File: src/rtl/ram_ctrl_pkg.sv
// Shared types and constants for the two-port RAM sequencing controller.
package ram_ctrl_pkg;

    localparam int ADDR_W = 2;
    localparam int DATA_W = 4;

    localparam logic PORT_A   = 1'b0;
    localparam logic PORT_B   = 1'b1;
    localparam logic RW_WRITE = 1'b1;

    typedef enum logic [2:0] {
        S_INIT  = 3'd0,
        S_IDLE  = 3'd1,
        S_WRITE = 3'd2,
        S_READ  = 3'd3,
        S_ACK   = 3'd4,
        S_CLEAR = 3'd5
    } state_e;

endpackage

File: src/rtl/ram_rr_arbiter.sv
// Two-way round-robin pick: on a tie the port that was not granted last wins.
module ram_rr_arbiter
    import ram_ctrl_pkg::*;
(
    input  logic [1:0] req,
    input  logic       last_grant,
    output logic       gnt_valid,
    output logic       gnt_id
);

    // Single requester wins outright; a tie goes to the port not granted last.
    always_comb begin
        gnt_valid = |req;
        gnt_id    = PORT_A;
        if (&req) begin
            gnt_id = ~last_grant;
        end else if (req[PORT_B]) begin
            gnt_id = PORT_B;
        end
    end

endmodule

File: src/rtl/ram_port_arbiter.sv
// Sequences single RAM accesses for ports A and B and whole-array clears.
// All RAM-facing and client-facing outputs are registered from the next state.
module ram_port_arbiter
    import ram_ctrl_pkg::*;
#(
    parameter int RD_LAT = 1
) (
    input  logic              clk,
    input  logic              rst_ni,
    input  logic              a_req_i,
    input  logic              a_we_i,
    input  logic [ADDR_W-1:0] a_addr_i,
    input  logic [DATA_W-1:0] a_wdata_i,
    output logic              a_ack_o,
    output logic [DATA_W-1:0] a_rdata_o,
    input  logic              b_req_i,
    input  logic              b_we_i,
    input  logic [ADDR_W-1:0] b_addr_i,
    input  logic [DATA_W-1:0] b_wdata_i,
    output logic              b_ack_o,
    output logic [DATA_W-1:0] b_rdata_o,
    input  logic              clr_i,
    output logic              clr_ack_o,
    output logic              busy_o,
    output logic [ADDR_W-1:0] ram_sel_o,
    output logic              ram_rw_o,
    output logic              ram_rst_o,
    output logic [DATA_W-1:0] ram_data_o,
    input  logic [DATA_W-1:0] ram_data_i
);

    // The read state drives the address on its first cycle and samples
    // RD_LAT cycles later, so it spans counter values 0..RD_LAT.
    localparam logic [1:0] RD_LAST = 2'(RD_LAT);

    state_e              state_q, state_d;
    logic                last_grant_q, last_grant_d;
    logic [1:0]          cnt_q, cnt_d;
    logic                port_q, port_d;
    logic                we_q, we_d;
    logic [ADDR_W-1:0]   addr_q, addr_d;
    logic [DATA_W-1:0]   wdata_q, wdata_d;
    logic [ADDR_W-1:0]   ram_sel_q, ram_sel_d;
    logic                ram_rw_q, ram_rw_d;
    logic                ram_rst_q, ram_rst_d;
    logic [DATA_W-1:0]   ram_data_q, ram_data_d;
    logic                a_ack_q, a_ack_d;
    logic                b_ack_q, b_ack_d;
    logic                clr_ack_q, clr_ack_d;
    logic                busy_q, busy_d;
    logic [DATA_W-1:0]   a_rdata_q, a_rdata_d;
    logic [DATA_W-1:0]   b_rdata_q, b_rdata_d;
    logic                gnt_valid;
    logic                gnt_id;

    ram_rr_arbiter u_rr (
        .req        ({b_req_i, a_req_i}),
        .last_grant (last_grant_q),
        .gnt_valid  (gnt_valid),
        .gnt_id     (gnt_id)
    );

    // Next-state, transaction latch and registered-output decode.
    always_comb begin
        state_d      = state_q;
        last_grant_d = last_grant_q;
        cnt_d        = cnt_q;
        port_d       = port_q;
        we_d         = we_q;
        addr_d       = addr_q;
        wdata_d      = wdata_q;
        a_rdata_d    = a_rdata_q;
        b_rdata_d    = b_rdata_q;

        case (state_q)
            S_INIT:  state_d = S_IDLE;
            S_IDLE: begin
                // The IDLE cycle carrying clr_ack ignores clr_i so a held
                // clear request cannot trigger a second clear.
                if (clr_i && !clr_ack_q) begin
                    state_d = S_CLEAR;
                end else if (gnt_valid) begin
                    port_d       = gnt_id;
                    last_grant_d = gnt_id;
                    we_d         = (gnt_id == PORT_B) ? b_we_i    : a_we_i;
                    addr_d       = (gnt_id == PORT_B) ? b_addr_i  : a_addr_i;
                    wdata_d      = (gnt_id == PORT_B) ? b_wdata_i : a_wdata_i;
                    cnt_d        = '0;
                    state_d      = (we_d == RW_WRITE) ? S_WRITE : S_READ;
                end
            end
            S_WRITE: state_d = S_ACK;
            S_READ: begin
                if (cnt_q == RD_LAST) begin
                    if (port_q == PORT_B) b_rdata_d = ram_data_i;
                    else                  a_rdata_d = ram_data_i;
                    state_d = S_ACK;
                end else begin
                    cnt_d = cnt_q + 2'd1;
                end
            end
            S_ACK:   state_d = S_IDLE;
            S_CLEAR: state_d = S_IDLE;
            default: state_d = S_IDLE;
        endcase

        ram_rw_d   = (state_d == S_WRITE);
        ram_sel_d  = (state_d == S_WRITE || state_d == S_READ) ? addr_d : ram_sel_q;
        ram_data_d = (state_d == S_WRITE) ? wdata_d : '0;
        ram_rst_d  = (state_d == S_CLEAR) || (state_d == S_INIT);
        a_ack_d    = (state_d == S_ACK) && (port_q == PORT_A);
        b_ack_d    = (state_d == S_ACK) && (port_q == PORT_B);
        clr_ack_d  = (state_q == S_CLEAR);
        busy_d     = (state_d != S_IDLE);
    end

    // FSM state and registered outputs; reset parks in INIT with the RAM clear strobe up.
    always_ff @(posedge clk or negedge rst_ni) begin
        if (!rst_ni) begin
            state_q      <= S_INIT;
            last_grant_q <= PORT_B;
            cnt_q        <= '0;
            ram_sel_q    <= '0;
            ram_rw_q     <= 1'b0;
            ram_rst_q    <= 1'b1;
            ram_data_q   <= '0;
            a_ack_q      <= 1'b0;
            b_ack_q      <= 1'b0;
            clr_ack_q    <= 1'b0;
            busy_q       <= 1'b1;
            a_rdata_q    <= '0;
            b_rdata_q    <= '0;
        end else begin
            state_q      <= state_d;
            last_grant_q <= last_grant_d;
            cnt_q        <= cnt_d;
            ram_sel_q    <= ram_sel_d;
            ram_rw_q     <= ram_rw_d;
            ram_rst_q    <= ram_rst_d;
            ram_data_q   <= ram_data_d;
            a_ack_q      <= a_ack_d;
            b_ack_q      <= b_ack_d;
            clr_ack_q    <= clr_ack_d;
            busy_q       <= busy_d;
            a_rdata_q    <= a_rdata_d;
            b_rdata_q    <= b_rdata_d;
        end
    end

    // Latched transaction fields are only consumed after a grant, so no reset.
    always_ff @(posedge clk) begin
        port_q  <= port_d;
        we_q    <= we_d;
        addr_q  <= addr_d;
        wdata_q <= wdata_d;
    end

    assign a_ack_o    = a_ack_q;
    assign b_ack_o    = b_ack_q;
    assign a_rdata_o  = a_rdata_q;
    assign b_rdata_o  = b_rdata_q;
    assign clr_ack_o  = clr_ack_q;
    // busy_q resets high so INIT reads busy; gating with rst_ni keeps it low while reset is held.
    assign busy_o     = busy_q & rst_ni;
    assign ram_sel_o  = ram_sel_q;
    assign ram_rw_o   = ram_rw_q;
    assign ram_rst_o  = ram_rst_q;
    assign ram_data_o = ram_data_q;

endmodule

File: config.mk
export PLATFORM = sky130hd
export DESIGN_NAME = ram_port_arbiter
export DESIGN_NICKNAME = d
export VERILOG_FILES = /design/src/rtl/ram_ctrl_pkg.sv /design/src/rtl/ram_rr_arbiter.sv /design/src/rtl/ram_port_arbiter.sv
export SDC_FILE = /design/constraint.sdc
export NUM_CORES = 1
export LEC_CHECK = 0
export ABC_AREA = 1
export CORE_ASPECT_RATIO = 1.5
export CORE_UTILIZATION = 38
export DETAILED_ROUTE_END_ITERATION = 8
export GPL_ROUTABILITY_DRIVEN = 0
export PLACE_DENSITY = 0.67
export SLEW_MARGIN = 10
export SYNTH_ARGS = -nofsm -noshare
export SYNTH_HDL_FRONTEND = slang
export SYNTH_SLANG_ARGS = --single-unit
File: constraint.sdc
create_clock -name clk -period 1.3 [get_ports clk]
set_clock_uncertainty 0.1 [all_clocks]
set_input_delay 0.26 -clock clk [delete_from_list [all_inputs] [get_ports clk]]
set_output_delay 0.26 -clock clk [all_outputs]
set_load 0.005 [all_outputs]
* Word level (Yosys, flattened, before mapping)
Index checks and enable logic that the tools add are counted.
** Cells by class
- Eq/ne operators :: 13
- Div/mod/pow operators :: 0
- Order comparisons :: 0
- Reductions and logical operators :: 14
- Multiply operators :: 0
- Add/subtract/negate cells :: 1
- Multiplexer cells :: 21
- Bitwise operators :: 4
- Shift-type cells :: 0
** Operators by type and width (number)
- $mux 4 :: 5
- $mux 2 :: 7
- $eq 3x2->1 const B :: 4
- $eq 3x3->1 const B :: 3
- $mux 3 :: 3
- $pmux 3 s3 :: 1
- $reduce_and 3->1 :: 3
- $ne 2x2->1 const B :: 3
- $mux 1 :: 4
- $pmux 2 s2 :: 1
- $reduce_and 4->1 :: 1
- $eq 3x1->1 const B :: 1
- $logic_and 1x1->1 :: 3
- $logic_not 3->1 :: 1
- $ne 3x1->1 const B :: 1
- $not 1->1 :: 3
- $add 2x1->2 const B :: 1
- $eq 2x1->1 const B :: 1
- $logic_or 1x1->1 :: 2
- $reduce_and 2->1 :: 1
- $reduce_bool 2->1 :: 1
- $reduce_or 2->1 :: 1
- $and 1x1->1 :: 1
- $logic_not 1->1 :: 1
** Word-level totals
- Register bits :: 33
- Latch bits :: 0
- Memories :: 0
- Output and inout port bits :: 20
- Bits in read-only memories :: 0
- Bits in writable memories :: 0

* Longest topological paths before layout
- Depth in word-level cells :: 9
- Mapped depth :: 8
- Gate-level depth less buffers :: 8

* Hierarchy
From an unflattened synthesis, not the netlist that was laid out.
** Second synthesis, totals
- Cells, all modules :: 163
- Area, all modules :: 1456.4 um^2
** By module, submodules not included
- ram_port_arbiter :: cells each 160, instances 1, area an instance 1441.4 um^2, seq. area each 804.5 um^2
- ram_rr_arbiter :: cells each 3, instances 1, area an instance 15.0 um^2, seq. area each 0.0 um^2

* Worst setup path after synthesis
OpenSTA, ideal clock, no wires.
- Path type :: register to register
- From :: reg last_grant_q
- To :: reg addr_q[0]
- Buffers on the path :: 1
- Data arrival time :: 1.114 ns
- Required time :: 1.085 ns
- Setup time :: 0.115 ns
- Stages on the path, launching flop included :: 8
- Setup slack :: -0.029 ns
- Clock period less this slack :: 1.329 ns
- Cells stage by stage :: dfstp_2 > nand2_1 > nand2_1 > buf_2 > nand2_1 > o21ai_0 > nand2_1 > and2_1
** Between the ends
- Word-level cells in the longest chain between the ends :: 6
** Ends and longest elaborated chain
- start, declared :: RTL line ram_port_arbiter.sv:37 : logic last_grant_q, last_grant_d;
- start signal, assigned :: RTL line ram_port_arbiter.sv:135 : last_grant_q <= last_grant_d;
- $not 1->1 :: RTL line ram_rr_arbiter.sv:16 : gnt_id = ~last_grant;
- $mux 1 :: RTL line ram_rr_arbiter.sv:15 : if (&req) begin
- $mux 2 :: RTL line ram_port_arbiter.sv:86 : addr_d = (gnt_id == PORT_B) ? b_addr_i : a_addr_i;
- $mux 2 :: RTL line ram_port_arbiter.sv:82 : end else if (gnt_valid) begin
- $mux 2 :: RTL line ram_port_arbiter.sv:80 : if (clr_i && !clr_ack_q) begin
- $mux 2 :: RTL line ram_port_arbiter.sv:75 : case (state_q)
- named net addr_d[0] :: RTL line ram_port_arbiter.sv:41 : logic [ADDR_W-1:0] addr_q, addr_d;
- end signal, assigned :: RTL line ram_port_arbiter.sv:154 : addr_q <= addr_d;
- end, declared :: RTL line ram_port_arbiter.sv:41
The timed path passes the listed nets, and every way through them passes these cells.
A chain may end at the register's enable or synchronous reset.

* Worst setup path after layout
- From :: reg state_q[2]
- To :: reg ram_data_q[1] (netlist: ram_data_o[1])
** Between the ends
- Elaborated cells between the ends (all ways) :: 10
- Classes of those cells :: 4 x eq/ne; 6 x mux
** RTL lines
- start, declared :: RTL line ram_port_arbiter.sv:36 : state_e state_q, state_d;
- start signal, assigned :: RTL line ram_port_arbiter.sv:134 : state_q <= state_d;
- $eq 3x2->1 / $eq 3x1->1 (equally long branches)
- $pmux 3 s3 (*) :: RTL line ram_port_arbiter.sv:75
- named net state_d[1] :: RTL line ram_port_arbiter.sv:36
- $eq 3x2->1 (*) :: RTL line ram_port_arbiter.sv:109 : ram_data_d = (state_d == S_WRITE) ? wdata_d : '0;
- $mux 4 (*) :: RTL line ram_port_arbiter.sv:109
- named net ram_data_d[1] :: RTL line ram_port_arbiter.sv:46 : logic [DATA_W-1:0] ram_data_q, ram_data_d;
- end signal, assigned :: RTL line ram_port_arbiter.sv:140 : ram_data_q <= ram_data_d;
- end, declared :: RTL line ram_port_arbiter.sv:46
The timed path passes the listed nets; every way through them passes the cells marked *.

==> impl_metrics.toml <==
[yosys]
synth.net_count = 191
post_synth_main_area_contributors = "dfrtp_1, nand2_1, inv_1"
synth_top_area_share = 0.402
seq_area_frac_synth = 0.562
syn-cell-area_um2 = 1430
postSynthCellCount = 167
syn_area_per_cell_um2 = 8.57
yosysUniqueCellTypes = 24
ys.warnings.count = 0
synth_top_area_cell = "dfrtp_1"
synth-seq-cells = 33

[power]
p_clk_frac = 0.159
share_comb_of_total_power = 0.519
power_mw = 5.27
p_sw_mw = 1.93
irDropWorstVdd_mv = 1.05
p_leak_nw = 1.24
p_per_area_nw_per_um2 = 2140
p_seq_frac = 0.322
internal_power_mw = 3.34
p_sw_frac = 0.366

[clocking]
root_buffer = "clkbuf_8"
ctsHoldBuffers = 0
clkLatencyLatePin_ns = 0.29
cts_inserted_buffers = 5
cts_buffer_depth = 2
clkSinkCount = 33
htreeDepth = 2
clk_pin_slew_ns = 0.07
cts_tree = "yes"

[drt]
routed_via_density = 4.53
vias = 1292
first_iter_violations = 15
drc = 0
wl_per_cell_um = 11.5
drtPass1Iterations = 3
routed_wl_mm = 3.28
ant_nets = 0

[status]
outcome = "finished with violations"
violations = "setup timing"

[setup_path]
worst_r2r_endpoint = "ram_data_o[1]$_DFF_PN0_"
worst_setup_path_start_kind = "register"
critical_path_class = "reg2reg"
required_ns = 1.43
reg2reg_depth = 8
path_max_fanout = 5
ff2ff_setup_slack_ns = -0.09
r2r-start = "state_q[2]$_DFF_PN0_"
arrival_ns = 1.51
endpoint_kind = "register"

[timing]
tns_ns = -0.584
max_freq_ghz = 0.721
setup_violations = 20
tightest_slew_ns = 0.323
fin_crit_sh = 1.07
worst_hold_slack_ns = 0.272
final_hold_viol_count = 0
fin_crit_ns = 1.39
slew_violations = 0
slew_headroom = 0.785
rsz0062_at_grt = "true"
fin_ws_ns = -0.0868

[cells_and_area]
nets = 265
stdcell_area_um2 = 2460
ff_latch_area_um2 = 806
fillers = 298
n_antenna_cell = 0
final_cell_mix = "inv_1, nand2_1, dfrtp_1, clkdlybuf4s50_1, buf_4"
multi_input_area_um2 = 719
utilization = 0.673
final_layout_size_suffix_gt1_frac = 0.405
synthToLayoutAreaGrowth_pct = 71.6
final_cells = 285

[placement]
place_area_um2 = 1970
io_buffers = 42
place_ws_ns = -0.417
dpl.cell_count = 259
post-dp-hpwl_mm = 2.01

[min_path]
hold_class = "in2async"

[global_route]
grt_overflow_total = 0
grt_pass1_wl_mm = 5.42
grt_pass1_vias = 1259
grt_usage = 0.186
grt_max_degree = 27
antenna_found_initial = 0

[floorplanning]
core_area_um2 = 3650
start_util = 0.392
num_rows = 27
die_w_um = 52.1
design.die.area_um2 = 4020
pin_count = 43
dieHeight_um = 77.2

[run]
cap_viol_max_count = 0
[power by group through the flow]
stage	clock network (mW)	logic (mW)	registers, mW
2_1_floorplan	0	0.955	1.69
3_3_place_gp	0	1.81	1.67
3_5_place_dp	0	1.84	1.68
4_1_cts	0.855	2.27	1.68
5_1_grt	0.912	3.00	1.75
6_report	0.838	2.73	1.70
[Yosys cell counts (all sizes together)]
| library cell | count |
|---|---|
| edfxtp | 1 |
| nand2 | 51 |
| ha | 1 |
| dfstp | 3 |
| nand3 | 8 |
| nor3 | 1 |
| nor2 | 16 |
| dfrtp | 23 |
| and2 | 2 |
| inv | 35 |
| o21ai | 17 |
| dfxtp | 6 |
| buf | 2 |
| o211ai | 1 |
[state kept, by name (all words and copies together), names as in the netlist]
name and flops:
wdata_q 4, ram_rst_o 1, addr_q 2, ram_data_o 4
ram_rw_o 1, state_q 3, ram_sel_o 2, port_q 1
b_ack_o 1, b_rdata_o 4, last_grant_q 1, clr_ack_o 1
a_ack_o 1, a_rdata_o 4, cnt_q 2, busy_q 1
[per-layer routing]
| layer | wire length [um] | global-route usage |
|---|---|---|
| met5 | 0 | 0 |
| met4 | 94 | 0.0973 |
| met3 | 147 | 0.0417 |
| met2 | 1880 | 0.327 |
| met1 | 1160 | 0.196 |
[worst max path at each step]
stage               slack, ns  cells after the start                     start                      end
detailed placement      -0.42                      8                   a_req_i  ram_data_o[2]$_DFF_PN0_
global route            -0.14                      8      state_q[2]$_DFF_PN0_  ram_data_o[0]$_DFF_PN0_
floorplan              0.0004                      7  last_grant_q$_DFFE_PN1P_        addr_q[0]$_DFF_P_
CTS                     -0.13                      3          busy_q$_DFF_PN1_                   busy_o
global placement        -0.38                      8                   a_req_i  ram_data_o[2]$_DFF_PN0_
finish                  -0.09                      8      state_q[2]$_DFF_PN0_  ram_data_o[1]$_DFF_PN0_
[area by class of cell]
type / instances / area share
multi-input cells: 99 / 0.293
clock inverters: 1 / 0.00204
inverters: 35 / 0.0576
repair buffers: 67 / 0.258
flip-flops and latches: 33 / 0.328
clock buffers: 7 / 0.0392
well taps: 43 / 0.0219
[critical path: stages, from the launching register on]
cell     delay (ns)
dfrtp_2        0.44
inv_2          0.09
nand3_4        0.08
inv_4          0.09
nand2_8        0.07
buf_6          0.14
nand2_8        0.07
nand3_4        0.12
nor2_2         0.12
[logic make-up (layout without fill, tap and decap cells)]
group           Yosys count  after routing  synth area share
fa+ha+maj                 1              1           0.00874
flops                    33             33             0.562
buf+inv                  37            110             0.103
simple gates             78             80             0.251
compound gates           18             18            0.0752
[what timing repair did]
item	in CTS	in global routing
buffers inserted	7	8
endpoints found under the hold margin	0	0
endpoints found under the setup margin	46	41
pin swaps	16	15
gates cloned	3	0
resized for setup	74	41
No activity file was read; power rests on OpenSTA's default activity.
